<file path="src/rtl/cache_fill_ctrl.sv">
// Fill/write-through sequencer for a fully-associative byte cache in front of a 6502 core.
// Define CACHE_CWF_EN to fetch the critical word first on a fill (burst wraps at the block end).
module cache_fill_ctrl #(
    parameter int unsigned NUM_LINES    = 4,
    parameter int unsigned TAG_WIDTH    = 13,
    parameter int unsigned BLOCK_SIZE   = 8,
    localparam int unsigned OFFSET_WIDTH = $clog2(BLOCK_SIZE),
    localparam int unsigned ADDR_WIDTH   = TAG_WIDTH + OFFSET_WIDTH
) (
    input  logic                    clk,
    input  logic                    rst_n,
    input  logic [ADDR_WIDTH-1:0]   cpu_addr,
    input  logic                    cpu_rd,
    input  logic                    cpu_wr,
    input  logic [7:0]              cpu_wdata,
    output logic                    cpu_rdy,
    output logic [7:0]              cpu_rdata,
    input  logic [NUM_LINES-1:0]    line_hit,
    input  logic [7:0]              line_rdata,
    output logic                    cache_wr,
    output logic [NUM_LINES-1:0]    fill_line_en,
    output logic                    fill_tag_en,
    output logic                    fill_en,
    output logic [OFFSET_WIDTH-1:0] fill_off,
    output logic [7:0]              fill_data,
    output logic                    mem_req,
    output logic                    mem_we,
    output logic [ADDR_WIDTH-1:0]   mem_addr,
    output logic [7:0]              mem_wdata,
    input  logic                    mem_ack,
    input  logic [7:0]              mem_rdata
);

    localparam int unsigned LineW = $clog2(NUM_LINES);
    localparam logic [OFFSET_WIDTH-1:0] LastBeat = OFFSET_WIDTH'(BLOCK_SIZE - 1);

    typedef enum logic [1:0] {StIdle, StFill, StWrite} state_e;

    state_e                  state_q, state_d;
    logic [LineW-1:0]        rr_ptr_q, rr_ptr_d;
    logic [OFFSET_WIDTH-1:0] cnt_q, cnt_d;

    logic [OFFSET_WIDTH-1:0] start_off;
    logic [OFFSET_WIDTH-1:0] beat_off;
    logic [NUM_LINES-1:0]    victim_oh;
    logic                    any_hit;

`ifdef CACHE_CWF_EN
    assign start_off = cpu_addr[OFFSET_WIDTH-1:0];
`else
    assign start_off = '0;
`endif

    // Offset arithmetic is OFFSET_WIDTH wide, so the burst wraps within the block.
    assign beat_off  = start_off + cnt_q;
    assign victim_oh = {{(NUM_LINES-1){1'b0}}, 1'b1} << rr_ptr_q;
    assign any_hit   = |line_hit;

    always_ff @(posedge clk or negedge rst_n) begin
        if (!rst_n) begin
            state_q  <= StIdle;
            rr_ptr_q <= '0;
            cnt_q    <= '0;
        end else begin
            state_q  <= state_d;
            rr_ptr_q <= rr_ptr_d;
            cnt_q    <= cnt_d;
        end
    end

    always_comb begin
        state_d  = state_q;
        rr_ptr_d = rr_ptr_q;
        cnt_d    = cnt_q;
        unique case (state_q)
            StIdle: begin
                if (cpu_wr) begin
                    state_d = StWrite;
                end else if (cpu_rd && !any_hit) begin
                    state_d = StFill;
                    cnt_d   = '0;
                end
            end
            StFill: begin
                if (mem_ack) begin
                    cnt_d = cnt_q + 1'b1;
                    if (cnt_q == LastBeat) begin
                        state_d  = StIdle;
                        rr_ptr_d = rr_ptr_q + 1'b1;
                    end
                end
            end
            StWrite: begin
                if (mem_ack) begin
                    state_d = StIdle;
                end
            end
            default: state_d = StIdle;
        endcase
    end

    always_comb begin
        cpu_rdy      = 1'b0;
        cpu_rdata    = '0;
        cache_wr     = 1'b0;
        fill_line_en = '0;
        fill_tag_en  = 1'b0;
        fill_en      = 1'b0;
        fill_off     = '0;
        fill_data    = '0;
        mem_req      = 1'b0;
        mem_we       = 1'b0;
        mem_addr     = '0;
        mem_wdata    = '0;
        unique case (state_q)
            StIdle: begin
                if (cpu_wr) begin
                    cache_wr = 1'b1;
                end else if (cpu_rd) begin
                    cpu_rdy = any_hit;
                    if (any_hit) begin
                        cpu_rdata = line_rdata;
                    end
                end else begin
                    cpu_rdy = 1'b1;
                end
            end
            StFill: begin
                mem_req  = 1'b1;
                mem_addr = {cpu_addr[ADDR_WIDTH-1:OFFSET_WIDTH], beat_off};
                if (mem_ack) begin
                    fill_en      = 1'b1;
                    fill_line_en = victim_oh;
                    fill_off     = beat_off;
                    fill_data    = mem_rdata;
                    // Tag/valid go in with the final byte so a partial line never hits.
                    fill_tag_en  = (cnt_q == LastBeat);
                end
            end
            StWrite: begin
                mem_req   = 1'b1;
                mem_we    = 1'b1;
                mem_addr  = cpu_addr;
                mem_wdata = cpu_wdata;
                cpu_rdy   = mem_ack;
            end
            default: ;
        endcase
    end

    line_hit_onehot_a: assert property (@(posedge clk) disable iff (!rst_n) $onehot0(line_hit));

    // The core must hold its request until the access completes.
    req_stable_a: assert property (@(posedge clk) disable iff (!rst_n)
        !cpu_rdy |=> ($stable(cpu_rd) && $stable(cpu_wr)));

endmodule

</file>
<file path="config.mk">
export PLATFORM = sky130hd
export DESIGN_NAME = cache_fill_ctrl
export DESIGN_NICKNAME = d
export VERILOG_FILES = /design/src/rtl/cache_fill_ctrl.sv
export SDC_FILE = /design/constraint.sdc
export NUM_CORES = 1
export LEC_CHECK = 0
export BUFFER_PORTS_ARGS = -buffer_cell sky130_fd_sc_hd__buf_2
export CAP_MARGIN = 20
export CORE_MARGIN = 3
export CORE_UTILIZATION = 30
export DETAILED_ROUTE_END_ITERATION = 8
export GPL_TIMING_DRIVEN = 1
export PLACE_DENSITY = 0.81
export RECOVER_POWER = 50
export SYNTH_ARGS = -nofsm -noshare
export SYNTH_HDL_FRONTEND = slang
export SYNTH_SLANG_ARGS = --single-unit
</file>
<file path="constraint.sdc">
create_clock -name clk -period 2.2 [get_ports clk]
set_clock_uncertainty 0.15 [all_clocks]
set_input_delay 0.33 -clock clk [delete_from_list [all_inputs] [get_ports clk]]
set_output_delay 0.33 -clock clk [all_outputs]
set_load 0.02 [all_outputs]
</file>
* Word level (Yosys, flattened, before mapping) *
Cells that the tools add are included.

word-level totals
  flip-flop bits (word level) = 7
  bits of input ports = 49
  output and inout bits = 53
  word-level logic and storage cells = 57

operators by class
  add/sub/neg operators = 2
  equal/unequal tests = 9
  shifts and indexed selects = 1
  muxes and demuxes = 33
  reductions and logical operators = 9

operator list
  cell                   count
  $mux W8                7
  $pmux W16 S2           1
  $mux W3                5
  $mux W1                10
  $mux W2                5
  $ne A2 B2 Y1 const B   5
  $mux W4                2
  $reduce_and A4 Y1      2
  $pmux W2 S3            1
  $pmux W3 S2            1
  $reduce_or A4 Y1       1
  $shl A1 B2 Y4 const A  1
  $add A3 B1 Y3 const B  1
  $eq A3 B3 Y1 const B   1
  $ne A3 B3 Y1 const B   1
  $reduce_and A3 Y1      1
  $add A2 B1 Y2 const B  1
  $eq A2 B1 Y1 const B   1
  $eq A2 B2 Y1 const B   1
  $logic_not A2 Y1       1
  $pmux W1 S2            1
  $reduce_bool A2 Y1     1
  $reduce_or A2 Y1       1
  $logic_and A1 B1 Y1    1
  $logic_not A1 Y1       1

* Logic depth before layout (Yosys ltp) *
Gate-level depths: netlist of run 1.

  word-level depth = 6
  gate-level depth with buffers = 6
  gate-level depth less buffers = 5

* Worst setup path before layout of run 1 *
OpenSTA, ideal clock, no wires.

  kind = flip-flop to output port
  start = register state_q[1]
  end = output mem_addr[10]
  data arrival time = 1460 ps
  required time = 1720 ps
  slack = 260 ps
  stages on the path, launching flop included = 6
  buffers on the path = 1
  cell sequence = dfrtp_1 > inv_1 > ha_1 > o21a_1 > clkbuf_1 > and2_1

between the ends
  cells in the longest elaborated chain, start to end = 2
  elaborated cells on any way between the ends = 3
  classes of those cells = 2 x eq/ne; 1 x mux

RTL lines
  item                                          line  source
  from (decl)                                   39    state_e state_q, state_d;
  from (signal assigned)                        61    state_q <= StIdle;
  from (signal assigned)                        65    state_q <= state_d;
  $eq A2 B2 Y1 or $eq A2 B1 Y1 (tied branches)  115   unique case (state_q)
  $pmux W16 S2 (*)                              115
  to (decl)                                     28    output logic [ADDR_WIDTH-1:0] mem_addr,

Mark *: on every way between the ends. The rest lies on a longest branch, timed or not.

* Worst setup path in the final report of run 1 *
  start = register state_q[1]
  end = output cpu_rdata[1]

between the ends
  cells in the longest elaborated chain, start to end = 2

RTL lines
  item              line  source
  $logic_not A2 Y1  115
  $mux W8           115
  to (decl)         17    output logic [7:0] cpu_rdata,

Every way passes these cells.

==> results of run 1 <==
layout make-up:
cell class                 instances  area share [%]
multi-input combinational         88           45.15
timing repair buffer             107           37.58
sequential                         7           11.51
tap                               31           2.549
clock buffer                       4           1.727
inverter                           6           1.480
stage by stage:
stage          utilization (%)  hold slack (ps)  worst slack (ps)  setup TNS [ps]
6_report                 54.70            255.1             81.08               0
5_1_grt                  54.70            244.5            -20.96          -54.70
4_1_cts                  52.86            239.5            -18.27          -69.92
3_5_place_dp             51.28            26.69             139.2               0
3_3_place_gp             51.28            21.41             213.9               0
2_1_floorplan                -           -115.6             260.2               0
power by group through the flow:
stage                     registers (mW)  clock network (mW)  logic (mW)
final                              0.153               0.117       0.863
after detailed placement           0.154                   0       0.782
after global placement             0.153                   0       0.777
after floorplan                    0.151                   0       0.534
after global routing               0.155               0.135       0.937
after CTS                          0.151               0.121       0.797
worst max path at each step:
stage	startpoint	to	cells after the start
after floorplan	state_q[1]	mem_addr[10]	5
after global placement	state_q[1]	cpu_rdata[4]	6
after detailed placement	state_q[1]	cpu_rdata[6]	6
after CTS	state_q[1]	cpu_rdata[6]	6
after global routing	state_q[1]	cpu_rdata[1]	6
final	state_q[1]	cpu_rdata[1]	6
worst reg2reg max path, stage by stage (launching register included):
cell,delay [ps]
sky130_fd_sc_hd__dfrtp_1,400
sky130_fd_sc_hd__inv_2,110
sky130_fd_sc_hd__ha_2,290
sky130_fd_sc_hd__mux2i_1,110
sky130_fd_sc_hd__a211oi_2,400
sky130_fd_sc_hd__mux2_4,330
flip-flops by register name, indices dropped and copies added (netlist names):
name,flops
cnt_q,3
state_q,2
rr_ptr_q,2
synth_stat cells (all sizes together):
cell type	instances	area share, %
clkbuf	6	2.5
inv	6	2.5
and2	31	22
nor2b	5	3.5
nand2b	2	2.3
ha	9	13
xnor2	1	0.99
a311o	1	1.1
a21oi	1	0.56
dfrtp	7	20
nor4	1	0.71
o21a	1	0.85
nand2	4	1.7
a211oi	1	1.4
o41a	1	1.3
a21bo	1	1.1
nand4	1	0.71
mux2	2	3.0
a22oi	3	2.5
mux2i	3	3.4
a22o	1	0.99
buf	1	0.56
and3b	1	0.99
a2bb2oi	1	0.99
and3	17	12
logic make-up after synthesis:
group                      after synthesis  share of synthesized area, %
and+or+nand+nor                         62                         43.72
buffers and inverters                   13                         5.641
AOI/OAI and AO/OA                       11                         10.86
adders and majority gates                9                         12.69
DFF                                      7                         19.75
muxes                                    5                         6.347
xor gates and xnor gates                 1                        0.9875
repair_timing:
item / CTS / global route
hold buffers: 1 / 0
buffers inserted: 0 / 2
pin swaps: 0 / 2
endpoints found under the hold margin: 7 / 0
resized for setup: 4 / 13
setup endpoints to repair: 21 / 35
layer usage:
layer / vias to the layer above / routed length [µm] / track usage (%)
met2: 66 / 1509 / 30.09
li1: 571 / - / -
met4: 0 / 11 / 4.430
met1: 488 / 1063 / 16.49
met3: 2 / 305 / 5.532
met5: - / 0 / 0
==> flow_summary.html, run 1 <==
<table>
<tr><th>Metric</th><th>Value</th></tr>
<tr><th colspan="2">Finish</th></tr>
<tr><td>Most frequent cells in the layout</td><td>sky130_fd_sc_hd__buf_2, sky130_fd_sc_hd__and2_1, sky130_fd_sc_hd__and3_1</td></tr>
<tr><td>Number of fillers in the final layout</td><td>between 200 and 300</td></tr>
<tr><td>Layout overhead on the synthesized area</td><td>71.51%</td></tr>
<tr><td>Number of cells in the finished layout apart from fillers</td><td>243</td></tr>
<tr><td>Final #Nets</td><td>about 270</td></tr>
<tr><td>Combined area of the multi-input logic cells</td><td>between 600 and 700 µm²</td></tr>
<tr><td>Most common cell after layout, fill and taps aside</td><td>sky130_fd_sc_hd__buf_2</td></tr>
<tr><td>Register cell area after layout</td><td>about 180 µm²</td></tr>
<tr><td>Inserted Diodes</td><td>0</td></tr>
<tr><td>Final standard cell area without fillers</td><td>about 0.0015 mm²</td></tr>
<tr><td>Share of cells above drive strength 1</td><td>56.60%</td></tr>
<tr><th colspan="2">STA</th></tr>
<tr><td>Final hold violation count</td><td>0</td></tr>
<tr><td>Slew Limit Headroom</td><td>about two thirds</td></tr>
<tr><td>Fmax</td><td>about 470 MHz</td></tr>
<tr><td>Portion of the clock cycle consumed by the worst path in the final layout</td><td>96.31%</td></tr>
<tr><td>Count of endpoints failing setup in the final report</td><td>0</td></tr>
<tr><td>Final period demand of the worst path</td><td>around 2100 ps</td></tr>
<tr><td>Fin. max-slew vios</td><td>0</td></tr>
<tr><td>Slew at the pin closest to its max-slew limit</td><td>~520 ps</td></tr>
<tr><td>Unrepaired setup endpoints after global routing</td><td>yes</td></tr>
<tr><th colspan="2">Placement</th></tr>
<tr><td># port buffers</td><td>101</td></tr>
<tr><td>HPWL reported at the end of detailed placement</td><td>between 2000 and 2500 µm</td></tr>
<tr><td>Cell Area, Placed</td><td>0.001426 mm²</td></tr>
<tr><td>Weighted congestion at the end of routability-driven global placement</td><td>between 0.7 and 0.8</td></tr>
<tr><td>Placed cell count</td><td>236</td></tr>
<tr><th colspan="2">Power and ir drop</th></tr>
<tr><td>LEAKAGE</td><td>approximately 0.97 nW</td></tr>
<tr><td>Internal power component</td><td>~600 µW</td></tr>
<tr><td>Sequential Power Share</td><td>between 10 and 15%</td></tr>
<tr><td>Comb power frac</td><td>between 70% and 80%</td></tr>
<tr><td>Relative contribution of the clock network to total power</td><td>between 10% and 20%</td></tr>
<tr><td>Switching power</td><td>roughly 550 µW</td></tr>
<tr><td>Power, Total</td><td>approximately 1.1 mW</td></tr>
<tr><td>Maximum VDD drop</td><td>0.0005345 V</td></tr>
<tr><td>Total power per unit cell area</td><td>around 750 mW/mm²</td></tr>
<tr><td>Fraction of power spent switching nets</td><td>between 40 and 50%</td></tr>
<tr><th colspan="2">Die</th></tr>
<tr><td>I/O pins</td><td>a little over 100</td></tr>
<tr><td>Die span in x</td><td>60.38 µm</td></tr>
<tr><td>Vertical extent of the die</td><td>~60 µm</td></tr>
<tr><td>Effective utilization at floorplan</td><td>approximately a third</td></tr>
<tr><td>Core Region</td><td>0.002781 mm²</td></tr>
<tr><td>Total die area</td><td>around 0.0036 mm²</td></tr>
<tr><td>Number of core rows</td><td>19</td></tr>
<tr><th colspan="2">CTS</th></tr>
<tr><td>Clock root cell</td><td>sky130_fd_sc_hd__clkbuf_4</td></tr>
<tr><td>Number of buffers inserted during clock tree synthesis</td><td>3</td></tr>
<tr><td>Clock tree from TritonCTS</td><td>done</td></tr>
<tr><td>Clock net sink count</td><td>7</td></tr>
<tr><td>Clock latency on the worst-skew pair</td><td>250 ps</td></tr>
<tr><td>Maximum count of clock buffers along a single path</td><td>2</td></tr>
<tr><td>H-tree depth</td><td>1</td></tr>
<tr><td>Clock-pin slew on the worst setup and hold paths</td><td>~50 ps</td></tr>
<tr><th colspan="2">Route</th></tr>
<tr><td>DRC violation count after routing</td><td>0</td></tr>
<tr><td>Drt first pass iters</td><td>4</td></tr>
<tr><td>Number of design-rule violations left by the first detailed-router iteration</td><td>13</td></tr>
<tr><td>Detailed-route wire length</td><td>~2900 µm</td></tr>
<tr><td>WL per Instance</td><td>roughly 12 µm</td></tr>
<tr><td>Remaining antenna violation count after routing</td><td>0</td></tr>
<tr><td>Total vias in the final route</td><td>1127</td></tr>
<tr><td>Mean number of vias per cell</td><td>~4.6</td></tr>
<tr><th colspan="2">Global routing</th></tr>
<tr><td>Antenna violations before repair</td><td>0</td></tr>
<tr><td>First-pass GRT wire length</td><td>between 4000 and 5000 µm</td></tr>
<tr><td>Largest net degree at the start of global routing</td><td>22</td></tr>
<tr><td>Total congestion overflow after global routing</td><td>0</td></tr>
<tr><td>Via count of the first global-routing pass</td><td>about 1100</td></tr>
<tr><td>Global routing usage summed across all routing layers</td><td>between 15 and 20%</td></tr>
<tr><th colspan="2">Worst setup path</th></tr>
<tr><td>Kind of end point of the critical path</td><td>primary output</td></tr>
<tr><td>Critical-path cell list</td><td>inv_2, ha_4, nor2b_4, and3b_2, and2_1, buf_4</td></tr>
<tr><td>Number of cell instances on the worst register-to-register path</td><td>5</td></tr>
<tr><td>Arrival time at the worst endpoint</td><td>roughly 1600 ps</td></tr>
<tr><td>Setup slack on the worst flop-to-flop path</td><td>300 ps</td></tr>
<tr><td>Crit Reg-Reg Startpoint</td><td>state_q[1]</td></tr>
<tr><td>Endpoint of the worst-slack reg-to-reg timing path</td><td>cnt_q[0]</td></tr>
<tr><td>Critical Path RT</td><td>1720 ps</td></tr>
<tr><td>Startpoint types</td><td>flop</td></tr>
<tr><td>Slowest stage cell on the critical path</td><td>sky130_fd_sc_hd__dfrtp_1</td></tr>
<tr><td>Highest net fanout along the worst path</td><td>8</td></tr>
<tr><td>Delay-heaviest family, CP</td><td>simple AND/OR/NAND/NOR gates</td></tr>
<tr><td>Number of buffer and inverter stages on the critical path</td><td>2</td></tr>
<tr><td>Stage delay of the slowest cell on the critical path</td><td>around 400 ps</td></tr>
<tr><td>Critical path start-end classification</td><td>reg -&gt; out</td></tr>
<tr><th colspan="2">Min path</th></tr>
<tr><td>Worst Hold End</td><td>state_q[0]</td></tr>
<tr><td>Hold_sp</td><td>cpu_rd</td></tr>
<tr><td>Worst hold path cell count</td><td>3</td></tr>
<tr><td>Class of the most critical hold timing path</td><td>in -&gt; reg</td></tr>
<tr><th colspan="2">Synth</th></tr>
<tr><td>Sequential fraction of the synthesis area</td><td>between 10% and 20%</td></tr>
<tr><td>Mean Syn Cell Area</td><td>slightly above 8 µm²</td></tr>
<tr><td>Flip-flop and latch count after synthesis</td><td>7</td></tr>
<tr><td>Cell Area, Synth</td><td>about 900 µm²</td></tr>
<tr><td>Number of distinct standard cells referenced by the synthesized netlist</td><td>27</td></tr>
<tr><td>Synthesized netlist cell count</td><td>~110</td></tr>
<tr><td>Net count after synthesis</td><td>between 150 and 200</td></tr>
<tr><td>Synthesis Warnings</td><td>0</td></tr>
<tr><th colspan="2">Job</th></tr>
<tr><td>Max capacitance violation total</td><td>0</td></tr>
<tr><th colspan="2">Outcome</th></tr>
<tr><td>Run status</td><td>finished, final reports clean</td></tr>
</table>
(Power assumes the default switching activity.)
==> run 2: changes to the inputs <==
--- a/config.mk
+++ b/config.mk
@@ -11,7 +11,7 @@
 export CORE_UTILIZATION = 30
 export DETAILED_ROUTE_END_ITERATION = 8
 export GPL_TIMING_DRIVEN = 1
-export PLACE_DENSITY = 0.81
+export PLACE_DENSITY = 0.84
 export RECOVER_POWER = 50
 export SYNTH_ARGS = -nofsm -noshare
 export SYNTH_HDL_FRONTEND = slang
==> constraint.sdc (replaced) <==
create_clock -name clk -period 1.8 [get_ports clk]
set_clock_uncertainty 0.15 [all_clocks]
set_input_delay 0.27 -clock clk [delete_from_list [all_inputs] [get_ports clk]]
set_output_delay 0.27 -clock clk [all_outputs]
set_load 0.02 [all_outputs]
==> flow_summary.html, run 2 (synthesized netlist as in run 1, its figures left out) <==
<table>
<tr><th>Metric</th><th>Value</th></tr>
<tr><th colspan="2">Outcome</th></tr>
<tr><td>Run status</td><td>finished, violations left</td></tr>
<tr><td>Violated checks</td><td>setup timing</td></tr>
<tr><th colspan="2">Die</th></tr>
<tr><td>Core Region</td><td>0.002781 mm² (unchanged)</td></tr>
<tr><td>Vertical extent of the die</td><td>60.38 µm (unchanged)</td></tr>
<tr><td>Effective utilization at floorplan</td><td>31.89% (unchanged)</td></tr>
<tr><td>Die span in x</td><td>60.38 µm (unchanged)</td></tr>
<tr><td>Total die area</td><td>0.003646 mm² (unchanged)</td></tr>
<tr><td>Number of core rows</td><td>19 (unchanged)</td></tr>
<tr><td>I/O pins</td><td>102 (unchanged)</td></tr>
<tr><th colspan="2">CTS</th></tr>
<tr><td>Clock root cell</td><td>sky130_fd_sc_hd__clkbuf_4</td></tr>
<tr><td>Number of buffers inserted during clock tree synthesis</td><td>3 (unchanged)</td></tr>
<tr><td>Maximum count of clock buffers along a single path</td><td>2 (unchanged)</td></tr>
<tr><td>Clock latency on the worst-skew pair</td><td>260 ps (about the same)</td></tr>
<tr><td>H-tree depth</td><td>1 (unchanged)</td></tr>
<tr><td>Clock-pin slew on the worst setup and hold paths</td><td>50 ps (about the same)</td></tr>
<tr><td>Clock net sink count</td><td>7 (unchanged)</td></tr>
<tr><td>Clock tree from TritonCTS</td><td>done</td></tr>
<tr><th colspan="2">Route</th></tr>
<tr><td>Drt first pass iters</td><td>4 (unchanged)</td></tr>
<tr><td>Remaining antenna violation count after routing</td><td>0 (unchanged)</td></tr>
<tr><td>M1 WL</td><td>1309 µm (+23%)</td></tr>
<tr><td>Detailed-route wire length</td><td>3699 µm (+28%)</td></tr>
<tr><td>Number of design-rule violations left by the first detailed-router iteration</td><td>21 (+8)</td></tr>
<tr><td>Total vias in the final route</td><td>1271 (+13%)</td></tr>
<tr><td>Length of routed met2 wiring</td><td>2017 µm (+34%)</td></tr>
<tr><td>Routed wl met3</td><td>331 µm (+8.5%)</td></tr>
<tr><td>Top layer in use</td><td>met4</td></tr>
<tr><td>WL per Instance</td><td>14.06 µm (+18%)</td></tr>
<tr><td>Mean number of vias per cell</td><td>4.833 (+4.2%)</td></tr>
<tr><td>DRC violation count after routing</td><td>0 (unchanged)</td></tr>
<tr><th colspan="2">Min path</th></tr>
<tr><td>Hold_sp</td><td>cpu_rd</td></tr>
<tr><td>Worst hold path cell count</td><td>3 (unchanged)</td></tr>
<tr><td>Class of the most critical hold timing path</td><td>in -&gt; reg</td></tr>
<tr><td>Worst Hold End</td><td>state_q[0]</td></tr>
<tr><th colspan="2">STA</th></tr>
<tr><td>Final setup slack of the worst path</td><td>-208.2 ps (-289.3 ps)</td></tr>
<tr><td>Final hold violation count</td><td>0 (unchanged)</td></tr>
<tr><td>Final period demand of the worst path</td><td>2008 ps</td></tr>
<tr><td>Fmax</td><td>around 500 MHz</td></tr>
<tr><td>Count of endpoints failing setup in the final report</td><td>55 (+55)</td></tr>
<tr><td>Portion of the clock cycle consumed by the worst path in the final layout</td><td>111.6%</td></tr>
<tr><td>Slew Limit Headroom</td><td>73.47% (+8.3 points)</td></tr>
<tr><td>Slew at the pin closest to its max-slew limit</td><td>398.0 ps (-120.4 ps)</td></tr>
<tr><td>Worst Hold Slack</td><td>186.1 ps (-69.05 ps)</td></tr>
<tr><td>Fin. max-slew vios</td><td>0 (unchanged)</td></tr>
<tr><td>Unrepaired setup endpoints after global routing</td><td>yes</td></tr>
<tr><th colspan="2">Worst setup path</th></tr>
<tr><td>Highest net fanout along the worst path</td><td>8 (unchanged)</td></tr>
<tr><td>Endpoint of the worst-slack reg-to-reg timing path</td><td>cnt_q[0]</td></tr>
<tr><td>Number of cell instances on the worst register-to-register path</td><td>6 (+1)</td></tr>
<tr><td>Crit Reg-Reg Startpoint</td><td>state_q[0]</td></tr>
<tr><td>Arrival time at the worst endpoint</td><td>1590 ps (-50 ps)</td></tr>
<tr><td>Critical Path RT</td><td>1380 ps (-340 ps)</td></tr>
<tr><td>Startpoint types</td><td>flop</td></tr>
<tr><td>Kind of end point of the critical path</td><td>primary output</td></tr>
<tr><td>Critical path start-end classification</td><td>reg -&gt; out</td></tr>
<tr><td>Setup slack on the worst flop-to-flop path</td><td>-90 ps (-390 ps)</td></tr>
<tr><th colspan="2">Placement</th></tr>
<tr><td>Cell Area, Placed</td><td>0.001520 mm² (+6.6%)</td></tr>
<tr><td>HPWL reported at the end of detailed placement</td><td>2464 µm (+5.4%)</td></tr>
<tr><td># port buffers</td><td>101 (unchanged)</td></tr>
<tr><td>Weighted congestion at the end of routability-driven global placement</td><td>0.7463 (+4.2%)</td></tr>
<tr><th colspan="2">Job</th></tr>
<tr><td>Max capacitance violation total</td><td>0 (unchanged)</td></tr>
<tr><th colspan="2">Global routing</th></tr>
<tr><td>Via count of the first global-routing pass</td><td>1270 (+17%)</td></tr>
<tr><td>Largest net degree at the start of global routing</td><td>22 (unchanged)</td></tr>
<tr><td>Antenna violations before repair</td><td>0 (unchanged)</td></tr>
<tr><td>Total congestion overflow after global routing</td><td>0 (unchanged)</td></tr>
<tr><td>First-pass GRT wire length</td><td>5492 µm (+24%)</td></tr>
<tr><td>Global routing usage summed across all routing layers</td><td>19.66% (+3.7 points)</td></tr>
<tr><th colspan="2">Finish</th></tr>
<tr><td>Final standard cell area without fillers</td><td>0.002071 mm² (+36%)</td></tr>
<tr><td>Largest registers</td><td>cnt_q x3, rr_ptr_q x2, state_q x2</td></tr>
<tr><td>Register containing the most flip-flops in the final layout</td><td>cnt_q</td></tr>
<tr><td>Most frequent cells in the layout</td><td>sky130_fd_sc_hd__buf_2, sky130_fd_sc_hd__buf_6, sky130_fd_sc_hd__buf_4</td></tr>
<tr><td>Most common cell after layout, fill and taps aside</td><td>sky130_fd_sc_hd__buf_2</td></tr>
<tr><td>Number of flip-flops under the largest register name</td><td>3 (unchanged)</td></tr>
<tr><td>Inserted Diodes</td><td>0 (unchanged)</td></tr>
<tr><td>Final #Nets</td><td>291 (+7.4%)</td></tr>
<tr><td>Share of cells above drive strength 1</td><td>73.28% (+17 points)</td></tr>
<tr><td>Layout overhead on the synthesized area</td><td>133.4%</td></tr>
<tr><th colspan="2">Power and ir drop</th></tr>
<tr><td>LEAKAGE</td><td>1.118 nW (+15%)</td></tr>
<tr><td>Maximum VDD drop</td><td>0.0009375 V (+75%)</td></tr>
<tr><td>Total power per unit cell area</td><td>904.3 mW/mm² (+21%)</td></tr>
</table>
## run 2: through the flow
stage | worst slack, ps | setup TNS [ps] | cells | utilization (%) | power (mW)
finish | -208.2 | -7099 | 263 | 74.45 | 1.873
floorplan | 11.52 | 0 | 108 | - | 0.8607
CTS | -171.1 | -5529 | 261 | 69.41 | 1.797
detailed placement | -57.48 | -751.3 | 247 | 54.66 | 1.258
global route | -262.9 | -9493 | 263 | 74.45 | 1.984
global placement | -10.12 | -17.41 | 247 | 54.66 | 1.246
## run 2: power breakdown
group | leakage, nW | switching [mW] | internal, mW
Sequential | 0.0904 | 0.0143 | 0.173
Clock | 0.0150 | 0.0649 | 0.0851
Combinational | 1.01 | 0.733 | 0.803
## run 2: how the worst max path moves through the flow
stage / from / endpoint / cells past startpoint
floorplan: state_q[1] / mem_addr[10] / 5
global placement: state_q[1] / mem_addr[4] / 5
detailed placement: state_q[1] / mem_addr[12] / 5
CTS: state_q[0] / cpu_rdata[3] / 6
global route: state_q[1] / cpu_rdata[2] / 6
finish: state_q[0] / cpu_rdata[1] / 6
## run 2: critical path, cell delays in order, from the launching register on
cell	delay [ps]
sky130_fd_sc_hd__dfrtp_1	400
sky130_fd_sc_hd__inv_2	130
sky130_fd_sc_hd__ha_4	150
sky130_fd_sc_hd__nor2b_4	130
sky130_fd_sc_hd__and3b_2	250
sky130_fd_sc_hd__and2_1	160
sky130_fd_sc_hd__buf_6	120
## run 2: layout make-up
cell class              count  area (µm²)
multi-input cells          89       833.3
well taps                  31       38.79
fillers                   170       710.7
flip-flops and latches      7       175.2
clock buffers               4       26.28
inverters                   6       22.52
repair buffers            126       974.7
## run 2: routing by layer
metal / vias up / global-route usage [%]
met3: 6 / 3.404
met4: 0 / 4.747
met2: 69 / 41.20
met5: - / 0
li1: 615 / -
met1: 581 / 19.35
## run 2: timing repair
action                                  CTS  global route
hold endpoints to repair                  7             0
cloned                                    2             0
setup buffers                             7             2
gates resized for setup                  92            36
pin swaps                                 8            12
hold buffers                              1             0
endpoints found under the setup margin   57            57
